===== config.mk =====
export PLATFORM = sky130hd
export DESIGN_NAME = bch_encoder_serial
export DESIGN_NICKNAME = d
export VERILOG_FILES = /design/src/rtl/bch_encoder_serial.sv
export SDC_FILE = /design/constraint.sdc
export NUM_CORES = 1
export LEC_CHECK = 0
export ABC_AREA = 1
export CORE_MARGIN = 8
export CORE_UTILIZATION = 48
export CTS_CLUSTER_SIZE = 14
export DETAILED_ROUTE_END_ITERATION = 12
export GPL_ROUTABILITY_DRIVEN = 0
export PLACE_DENSITY = 0.71
export SETUP_SLACK_MARGIN = 0.1
export SYNTH_ARGS = -nofsm -noshare
export SYNTH_HDL_FRONTEND = slang
export SYNTH_SLANG_ARGS = --single-unit

===== constraint.sdc =====
create_clock -name clk -period 2.1 [get_ports clk]
set_input_delay 0.63 -clock clk [delete_from_list [all_inputs] [get_ports clk]]
set_output_delay 0.63 -clock clk [all_outputs]
set_load 0.01 [all_outputs]

===== src/rtl/bch_encoder_serial.sv =====
// Systematic serial BCH(31,16) encoder, t=3, LFSR division by g(x); MSB-first bit stream.
// Optional macro BCH_ENC_PAR_OUT_EN adds a parallel capture of each completed codeword.
module bch_encoder_serial #(
    parameter int N = 31,
    parameter int K = 16,
    parameter logic [N-K:0] GEN = 16'h8FAF
) (
    input  logic         clk,
    input  logic         reset,
    input  logic         msg_valid,
    output logic         msg_ready,
    input  logic [K-1:0] msg_data,
    output logic         cw_valid,
    input  logic         cw_ready,
    output logic         cw_bit,
    output logic         cw_first,
    output logic         cw_last,
    output logic         busy
`ifdef BCH_ENC_PAR_OUT_EN
    ,
    output logic [N-1:0] cw_word,
    output logic         cw_word_valid
`endif
);

    localparam int PAR_W = N - K;
    localparam logic [4:0] LAST_DATA = 5'(K - 1);
    localparam logic [4:0] LAST_BEAT = 5'(N - 1);

    typedef enum logic [1:0] {IDLE, DATA, PARITY} state_t;

    state_t             state, state_nxt;
    logic [K-1:0]       msg_sr;
    logic [PAR_W-1:0]   par;
    logic [4:0]         beat_cnt;
    logic               beat;

    // One step of polynomial division: feedback is the incoming bit plus the remainder MSB.
    function automatic logic [PAR_W-1:0] lfsr_step(input logic [PAR_W-1:0] p, input logic din);
        logic fb;
        fb = din ^ p[PAR_W-1];
        return {p[PAR_W-2:0], 1'b0} ^ (fb ? GEN[PAR_W-1:0] : '0);
    endfunction

    assign beat = cw_valid && cw_ready;

    always_comb begin
        state_nxt = state;
        msg_ready = 1'b0;
        cw_valid  = 1'b0;
        cw_bit    = 1'b0;
        cw_first  = 1'b0;
        cw_last   = 1'b0;
        busy      = 1'b0;
        case (state)
            IDLE: begin
                msg_ready = 1'b1;
                if (msg_valid) state_nxt = DATA;
            end
            DATA: begin
                cw_valid = 1'b1;
                busy     = 1'b1;
                cw_bit   = msg_sr[K-1];
                cw_first = (beat_cnt == 5'd0);
                if (cw_ready && beat_cnt == LAST_DATA) state_nxt = PARITY;
            end
            PARITY: begin
                cw_valid = 1'b1;
                busy     = 1'b1;
                cw_bit   = par[PAR_W-1];
                cw_last  = (beat_cnt == LAST_BEAT);
                if (cw_ready && beat_cnt == LAST_BEAT) state_nxt = IDLE;
            end
            default: state_nxt = IDLE;
        endcase
    end

    always_ff @(posedge clk) begin
        if (reset) begin
            state    <= IDLE;
            msg_sr   <= '0;
            par      <= '0;
            beat_cnt <= '0;
        end else begin
            state <= state_nxt;
            case (state)
                IDLE: begin
                    if (msg_valid) begin
                        msg_sr   <= msg_data;
                        par      <= '0;
                        beat_cnt <= '0;
                    end
                end
                DATA: begin
                    if (cw_ready) begin
                        par      <= lfsr_step(par, msg_sr[K-1]);
                        msg_sr   <= {msg_sr[K-2:0], 1'b0};
                        beat_cnt <= beat_cnt + 5'd1;
                    end
                end
                PARITY: begin
                    if (cw_ready) begin
                        par      <= {par[PAR_W-2:0], 1'b0};
                        beat_cnt <= (beat_cnt == LAST_BEAT) ? 5'd0 : beat_cnt + 5'd1;
                    end
                end
                default: ;
            endcase
        end
    end

`ifdef BCH_ENC_PAR_OUT_EN
    // Shift register gathers beats; cw_word only updates when a codeword completes.
    logic [N-2:0] cap_sr;

    always_ff @(posedge clk) begin
        if (reset) begin
            cap_sr        <= '0;
            cw_word       <= '0;
            cw_word_valid <= 1'b0;
        end else begin
            cw_word_valid <= beat && cw_last;
            if (beat) begin
                cap_sr <= {cap_sr[N-3:0], cw_bit};
                if (cw_last) cw_word <= {cap_sr, cw_bit};
            end
        end
    end
`endif

endmodule


==> reports/metrics.cfg <==
[run_status]
outcome = finished clean

[route]
drt_wl_total_um = 4310
via_per_inst = 4.94
drt_iter0_drc = 54
routedWlPerCell_um = 11.5
dr.pass1.iters = 5
drc = 0
ant_nets = 0
dr_total_vias = 1851

[hold_path]
hold_path_class = reg -> reg
min_delay_path_depth = 2
min_from = msg_sr[13]
worstHoldEndpoint = msg_sr[13]

[worst_setup_path]
critPathMaxFanout = 2
crit_required_ns = 1.47
critical-path-top-delay-family = flip-flops
reg2reg_from = state[1]
startpoint_type = flip-flop
crit_top_cell = inv_2
critical_path.endpoint_type = primary output
reg2reg_depth = 9
worstSetupPathType = reg -> out
worstReg2RegEnd = par[7]
cp_num_buf_inv = 4
cp_slowest_stage_delay_ns = 0.33
worstPathArrival_ns = 1.32
cpMaxStageDelayCell = dfxtp_2
path_cells = inv_2 -> buf_6 -> ha_4 -> inv_2 -> a21oi_1 -> buf_2
r2r_setup_slack_ns = 0.36

[floorplan]
die_width_um = 79.5
start_util = 0.492
fp.dieArea_sq_mm = 0.00633
die_h_um = 79.5
ioPinCount = 26
fp-row-count = 23
placeableCoreArea_sq_mm = 0.00394

[clock_tree]
clk_latency_ns = 0.29
cts_root_buf = clkbuf_8
tritoncts = built
clk_pin_slew_ns = 0.07
cts_inserted_buffers = 5
clock_sinks = 38
cts_hold_buffers = 0
cts_buffer_depth = 2
htree_levels = 2

[pwr]
ir_drop_v = 0.00108
power_leakage_uw = 0.00106
cellPowerDensity_mw_per_mm2 = 1360
p_total_uw = 3390

[yosys]
syn_inst = 286
ys_seq_area_frac = 0.393
ys_seq_elements = 38
synth_area_per_cell_sq_um = 6.78
yosys.cell_types.count = 20
yosysWarningCount = 0
netlist_area_sq_mm = 0.00194
synth_fp_nets = 315

[sta]
hold_viol_final = 0
fmax_mhz = 512
finalSetupViolations = 0
holdWs_ns = 0.449
layout_min_cycle_time_ns = 1.95
slew_violations = 0
fin_ws_ns = 0.146
fin_worst_skew_ns = 0.00409
rsz0062_at_grt = false
tightestPinTransition_ns = 0.404
min_period_over_period = 0.930
max_slew_margin = 0.730

[final_layout]
syn_to_final_growth_pct = 28.4
layout.nets = 353
nFillCells = 347
drive_gt1_frac = 0.138
stdcell_area_sq_mm = 0.00249
utilization = 0.631
n_antenna_cell = 0

[global_route]
antenna_found_initial = 0
grt.total_usage = 0.145
grt_pass1_vias = 1752
grt_pass1_wl_um = 7530
grt_start_max_net_pins = 34
overflow = 0

[place]
placed_area_sq_mm = 0.00233
dpl_worst_slack_ns = -0.0312
port_buffers = 25
hpwlAfterDp_um = 3010

[run]
drv_cap = 0

[cells in the mapped netlist (all sizes together)]
| cell type | n | area (sq um) |
|---|---|---|
| nand3 | 22 | 110 |
| inv | 44 | 165 |
| ha | 9 | 113 |
| nor2 | 8 | 30.0 |
| nand2 | 74 | 283 |
| o21ai | 33 | 165 |
| a21oi | 39 | 195 |
| dfxtp | 38 | 761 |
| buf | 9 | 52.6 |
| clkbuf | 4 | 15.0 |
| nor3 | 2 | 21.3 |
| nand4 | 2 | 12.5 |
| nor3b | 1 | 7.51 |
| o211ai | 1 | 7.51 |
[power breakdown]
group	internal, uW	switching, uW
registers	915	67.4
clock network	476	261
logic	677	996
[final cells by class]
class                      count  area (sq um)  share of cell area
tap                           50          62.6              0.0251
timing repair buffer          44           383               0.154
inverter                      44           165              0.0664
clock buffer                   5          68.8              0.0277
multi-input combinational    191           977               0.393
clock inverter                 3          68.8              0.0277
sequential                    38           763               0.307
[worst register-to-register path, cell delays in order, from the launching register on]
cell	delay, ns
dfxtp_2	0.33
inv_2	0.05
ha_4	0.16
inv_1	0.09
buf_4	0.29
nand2_1	0.23
nand2_2	0.23
nand2_1	0.09
nand3_1	0.09
a21oi_1	0.06
[timing repair]
| action | 4_1_cts | 5_1_grt |
|---|---|---|
| setup buffers | 0 | 1 |
| pin swaps | 0 | 1 |
| setup endpoints to repair | 6 | 5 |
| resized for setup | 20 | 12 |
[registers in the layout, summed over array words and instances, names as in the netlist]
name and count:
beat_cnt 5, msg_sr 16, par 15, state 2
[kinds of logic (layout without fill, tap and decap cells)]
logic type      count (synthesis)  after routing  synth area share
flops                          38             38             0.393
buf+inv                        57             96             0.120
fa+ha+maj                       9              9            0.0581
compound gates                 73             73             0.190
simple gates                  109            109             0.240
[per-layer routing]
metal,track usage,vias to the layer above,share of wire
li1,-,989,-
met1,0.167,835,0.47
met2,0.246,25,0.47
met3,0.0473,2,0.048
met4,0.0500,0,0.0044
met5,0,-,0
[placed cells by master (no fill, tap or decap), drive strengths merged]
master / synthesis / layout
a21oi: 39 / 39
nand2: 74 / 74
nand3: 22 / 22
nor3b: 1 / 1
nor2: 8 / 8
o211ai: 1 / 1
dfxtp: 38 / 38
dlygate4sd2: 0 / 1
nand4: 2 / 2
clkdlybuf4s50: 0 / 19
clkbuf: 4 / 6
bufinv: 0 / 2
buf: 9 / 23
inv: 44 / 44
clkinv: 0 / 1
nor3: 2 / 2
ha: 9 / 9
o21ai: 33 / 33
[how the worst max path moves through the flow]
stage / startpoint / end / slack [ns] / cells after the start
2_1_floorplan: state[1] / cw_first / 0.22 / 5
5_1_grt: beat_cnt[0] / cw_last / 0.09 / 5
3_5_place_dp: state[0] / cw_first / -0.03 / 4
4_1_cts: state[1] / cw_first / 0.03 / 5
3_3_place_gp: state[1] / cw_first / -0.03 / 5
6_report: state[1] / cw_bit / 0.15 / 6
[stage by stage]
stage | instances | TNS [ns]
floorplan | 286 | 0
global placement | 366 | -0.0294
detailed placement | 366 | -0.0582
CTS | 374 | 0
global route | 375 | 0
finish | 375 | 0
(Power assumes the default switching activity.)
==> patch 1 (same flow settings) <==
Encoding of `state_t`: now one-hot (3 bits for 3 states).
--- a/src/rtl/bch_encoder_serial.sv
+++ b/src/rtl/bch_encoder_serial.sv
@@ -29,3 +29,3 @@
 
-    typedef enum logic [1:0] {IDLE, DATA, PARITY} state_t;
+    typedef enum logic [2:0] {IDLE = 3'b001, DATA = 3'b010, PARITY = 3'b100} state_t;
 
Check against the original RTL: same outputs for any inputs over 10 cycles, from zero or initial values and one cycle with reset high; not proved beyond that.
==> patch 1 against the original RTL <==
Cell area increased by 5.0%. Wire length up 8.8%. Fmax up 1.8%. Count of clock-buffer cells in the layout grew 1. Synthesized area up 11%. Critical path depth fell by 2. Sequential cell count increased by 1. Clock power decreased by 33%. Total power increased by 5.9%. Clock skew up 0.0053 ns. Setup slack improved by 0.035 ns. Critical path type unchanged. Critical endpoint is now msg_ready. Largest power group unchanged.
==> patch 1: results (changes against the original RTL) <==
| Metric | Value |
|---|---|
| Mean area per synthesized cell | 6.231 µm² (was 6.777 µm²) |
| Slowest CP cell | dfxtp_1 (was dfxtp_2) |
| CTS buffer count | 5 (unchanged) |
| First-pass GRT wire length | 8424 µm (was 7534 µm) |
| ANT cells | 0 (unchanged) |
| Slowest stage delay, CP | 0.36 ns (was 0.33 ns) |
| Initial antenna violation count | 0 (unchanged) |
| EDFF count, synth | 0 (unchanged) |
| HPWL after DPL | 3326 µm (was 3009 µm) |
| Post-Route WL | 4692 µm (was 4314 µm) |
| Met1 usage | 0.1763 (was 0.1669) |
| Number of vias per cell | 4.755 (was 4.936) |
| H-tree level count | 2 (unchanged) |
| Register area share after synthesis | 0.3632 (was 0.3925) |
| DRT iter0 DRCs | 140 (was 54) |
| Filler cells | 428 (was 347) |
| Grt met3 use | 0.03906 (was 0.04730) |
| Largest net degree at the start of global routing | 31 (was 34) |
| Drt first pass iters | 4 (was 5) |
| Post-synth top flop | dfxtp_1 (unchanged) |
| Vias in the first global route | 1918 (was 1752) |
| Clk_skew | 0.009369 ns (was 0.004086 ns) |
| Top Family by Delay on Critical Path | buffers and inverters (was flip-flops) |
| CTS clock-pin slew for the worst setup and hold paths | about 0.080 ns |
| Switching Share | 0.4310 (was 0.3904) |
| Worst-skew pair later-pin latency | 0.29 ns (about the same) |
| Fraction of layout cells with a size suffix above 1 | 0.1250 (was 0.1385) |
| Inst Count DP | 428 (was 366) |
| Met2 Use GR | 0.2284 (was 0.2461) |
| Worst-Margin Slew | 0.4503 ns (was 0.4041 ns) |
| Synth warn | 0 (unchanged) |
| Clk root buf | clkbuf_8 (unchanged) |
| Distinct cells, synth | 25 (was 20) |
| Maximum vdd ir drop | 0.6017 mV (was 1.075 mV) |
| Critical path fanouts, max | 3 (was 2) |
| Total of max-cap violations | 0 (unchanged) |
| Syn nets | 369 (was 315) |
| Most frequent cells after synthesis | 141 x nand2_1, 55 x nor2_1, 39 x dfxtp_1, 30 x inv_1, 21 x o21ai_0 (was 72 x nand2_1, 44 x inv_1, 39 x a21oi_1, 38 x dfxtp_1, 31 x o21ai_0) |
| Post-DP Area | 2539 µm² (was 2331 µm²) |
| PortBufs | 25 (unchanged) |
| Fraction of registers with async set/reset | 0 (unchanged) |
| Tot GR Track Use | 0.1411 (was 0.1454) |
| Req. time, crit path | 1.47 ns (about the same) |
| Synth area leaders | dfxtp_1 36%, nand2_1 25%, nor2_1 9.6% (was dfxtp_1 39%, nand2_1 14%, a21oi_1 10%) |
| Leak | 1.287 nW (was 1.062 nW) |
| Max reg flops | 16 (unchanged) |
| Status | completed (unchanged) |
| Post-CTS Setup Inserts | 0 (unchanged) |
| Nets | 407 (was 353) |
| Max clock buf depth | 2 (unchanged) |
| Non-filler cells, final | 436 (was 375) |
| Hold crit path type | register to register (unchanged) |
patch 1: cell count changes after synthesis, moves of 2 or more:
cell and delta:
inv_1 -14, nand2_1 +69, nor2_1 +47, buf_2 -3
nor2_2 +2, o21ai_0 -10, a21oi_1 -23, nand3_1 -17
nand3_2 +2, nand2_2 +2, ha_1 -5, buf_6 +3
buf_4 +4
patch 1: layer usage:
layer | wire [µm] | vias up | share of wire
li1 | - | 1130 | -
met1 | 2353 | 923 | 0.50
met2 | 2157 | 15 | 0.46
met3 | 144 | 5 | 0.031
met4 | 38 | 0 | 0.0081
met5 | 0 | - | 0
patch 1: tightest hold or removal path: stages, from the launching register on:
cell	delay [ns]
dfxtp_1	0.31
inv_1	0.06
a21oi_1	0.06
patch 1: final timing paths:
path         slack [ns]  cells after the start         end       start
max                0.18                      4   msg_ready    state[0]
min                0.46                      2  msg_sr[14]  msg_sr[14]
max reg2reg        0.35                     10      par[0]    state[2]
min reg2reg        0.46                      2  msg_sr[14]  msg_sr[14]
patch 1: final cells by class:
type                            count  share of cell area
Multi-Input combinational cell    260              0.4399
Sequential cell                    39              0.2997
Timing Repair Buffer               46              0.1584
Inverter                           31             0.04452
Clock buffer                        6             0.02776
Tap cell                           52             0.02489
Clock inverter                      2            0.004787
patch 1: repair_timing:
| item | in CTS | in global routing |
|---|---|---|
| setup endpoints to repair | 6 | 5 |
| endpoints found under the hold margin | 0 | 0 |
| gates resized for setup | 8 | 8 |
| gates cloned | 0 | 0 |
patch 1: kinds of logic after synthesis:
kind of cell | share of synthesized area
xor gates and xnor gates | 0.004075
buffers and inverters | 0.1048
DFF | 0.3632
AOI/OAI and AO/OA | 0.09954
adders and majority gates | 0.02328
and+or+nand+nor | 0.4051
patch 1: metrics by stage:
stage | TNS, ns | total power (W) | hold WS (ns) | util | setup slack [ns]
6_report | 0 | 0.003592 | 0.4645 | 0.6045 | 0.1807
5_1_grt | 0 | 0.004001 | 0.4866 | 0.6045 | 0.04472
4_1_cts | 0 | 0.003612 | 0.4665 | 0.6053 | 0.02847
3_5_place_dp | -0.0005238 | 0.003132 | 0.4555 | 0.5871 | -0.0005238
3_3_place_gp | 0 | 0.003100 | 0.4399 | 0.5871 | 0.04179
2_1_floorplan | 0 | 0.002602 | 0.4241 | - | 0.2568
patch 1: power groups by stage:
stage / clock network (W) / logic (W) / registers (W)
2_1_floorplan: 0 / 0.00145 / 0.00115
3_3_place_gp: 0 / 0.00194 / 0.00116
3_5_place_dp: 0 / 0.00196 / 0.00117
4_1_cts: 0.000508 / 0.00195 / 0.00115
5_1_grt: 0.000544 / 0.00227 / 0.00119
6_report: 0.000496 / 0.00194 / 0.00115
==> patch 2 (config.mk and constraints unchanged) <==
Without the edit above. Add a define of `BCH_ENC_PAR_OUT_EN`.
--- a/src/rtl/bch_encoder_serial.sv
+++ b/src/rtl/bch_encoder_serial.sv
@@ -2,2 +2,4 @@
 // Optional macro BCH_ENC_PAR_OUT_EN adds a parallel capture of each completed codeword.
+`define BCH_ENC_PAR_OUT_EN
+
 module bch_encoder_serial #(
Formal check against the unedited RTL (old outputs only; new: cw_word and cw_word_valid): equivalent (Yosys induction, for registers that start in step).
==> patch 2 against the original RTL <==
Wire length grew 110%. Setup slack worse by 0.12 ns. Critical path depth is 1 higher. Cell area is 110% higher. Utilization shrank 0.065 points. Synthesized area grew 110%. Sequential cell count increased by 62. Total power increased by 79%. Synthesized cell count grew 85%. First-iteration DRC count rose to 4.7 times the old value. Clock power up 55%. Critical endpoint unchanged.
==> patch 2: results (changes against the original RTL) <==
| Metric | Value |
|---|---|
| Status | completed (unchanged) |
| Metal-1 WL | 4199 µm (was 2045 µm) |
| Worst path arrival time | 1.45 ns (was 1.32 ns) |
| DP Worst Slack | -0.06722 ns (was -0.03121 ns) |
| Nets | 629 (was 353) |
| Worst-Margin Slew | 0.4079 ns (was 0.4041 ns) |
| HPWL after DPL | 6152 µm (was 3009 µm) |
| DRT iter0 DRCs | 256 (was 54) |
| Hold_sp | cw_word[5] (was msg_sr[13]) |
| Worst Reg-to-Reg Cells | 11 (was 9) |
| Clock Power | 0.00114 W (was 0.000737 W) |
| Tot GR Track Use | 0.1585 (was 0.1454) |
| Top sig layer | met4 (unchanged) |
| Maximum vdd ir drop | 0.7993 mV (was 1.075 mV) |
| Mean area per synthesized cell | 7.708 µm² (was 6.777 µm²) |
| Biggest regs | cw_word (31), cap_sr (30), msg_sr (16) (was msg_sr (16), par (15), beat_cnt (5)) |
| Worst-skew pair later-pin latency | 0.36 ns (was 0.29 ns) |
| Drt first pass iters | 6 (was 5) |
| CTS buffer count | 9 (was 5) |
| Pwr Total | 0.006080 W (was 0.003393 W) |
| Leak | 2.013 nW (was 1.062 nW) |
| Largest net degree at the start of global routing | 39 (was 34) |
| Switching Share | 0.3870 (was 0.3904) |
| Clk_skew | 0.01653 ns (was 0.004086 ns) |
| Via count | 3648 (was 1851) |
| H-tree level count | 3 (was 2) |
| DR WL met3 | 452 µm (was 206 µm) |
| Fraction of layout cells with a size suffix above 1 | 0.1556 (was 0.1385) |
| Metal2 WL | 4415 µm (was 2043 µm) |
| Worst r2r src | state[1] (unchanged) |
| Critical path fanouts, max | 3 (was 2) |
| Top pwr grp | sequential cells (was combinational cells) |
| Vias in the first global route | 3494 (was 1752) |
| First-pass GRT wire length | 15410 µm (was 7534 µm) |
| Post-Synth Adder-Cell Area | 0.02762 (was 0.05810) |
| Inst Count DP | 687 (was 366) |
| WL/cell | 13.05 µm (was 11.50 µm) |
| Register area share after synthesis | 0.4909 (was 0.3925) |
| Number of vias per cell | 5.145 (was 4.936) |
| Compound-gate portion of the synthesized area | 0.1755 (was 0.1898) |
| Met2 Use GR | 0.2681 (was 0.2461) |
| Comb pwr share | 0.395 (was 0.493) |
| Grt met3 use | 0.04164 (was 0.04730) |
| Post-DP Area | 4861 µm² (was 2331 µm²) |
| CTS clock-pin slew for the worst setup and hold paths | 0.10 ns (was 0.07 ns) |
| Distinct cells, synth | 28 (was 20) |
| Most frequent cells after synthesis | 122 x nand2_1, 100 x dfxtp_1, 55 x a21oi_1, 51 x o21ai_0, 43 x inv_1 (was 72 x nand2_1, 44 x inv_1, 39 x a21oi_1, 38 x dfxtp_1, 31 x o21ai_0) |
| Met1 usage | 0.1894 (was 0.1669) |
| Slowest stage delay, CP | 0.37 ns (was 0.33 ns) |
-- patch 2: changes by cell type after synthesis, moves of 9 or more --
cell,delta
nand2_1,+50
a21oi_1,+16
o21ai_2,+9
nor2_1,+31
nand3_1,+10
o21ai_0,+20
clkbuf_1,+10
a31oi_1,+15
dfxtp_1,+62
-- patch 2: path summary, 6_finish.rpt --
| check | endpoint | slack [ns] |
|---|---|---|
| worst max register to register | beat_cnt[2] | 0.17 |
| worst min register to register | cw_word[5] | 0.47 |
| worst max-delay path | cw_bit | 0.02 |
| worst min-delay path | cw_word[5] | 0.47 |
-- patch 2: cell type report --
type                            count  area (µm²)
Fill cell                         737        3035
Inverter                           47       188.9
Sequential cell                   100        2014
Clock inverter                      6       62.56
Multi-Input combinational cell    350        1802
Tap cell                          105       131.4
Timing Repair Buffer               92       858.3
Clock buffer                        9       123.9
-- patch 2: timing repair --
item / CTS / global route
resized for setup: 34 / 20
buffers inserted: 4 / 3
endpoints found under the setup margin: 6 / 22
pin swaps: 4 / 6
cloned: 0 / 0
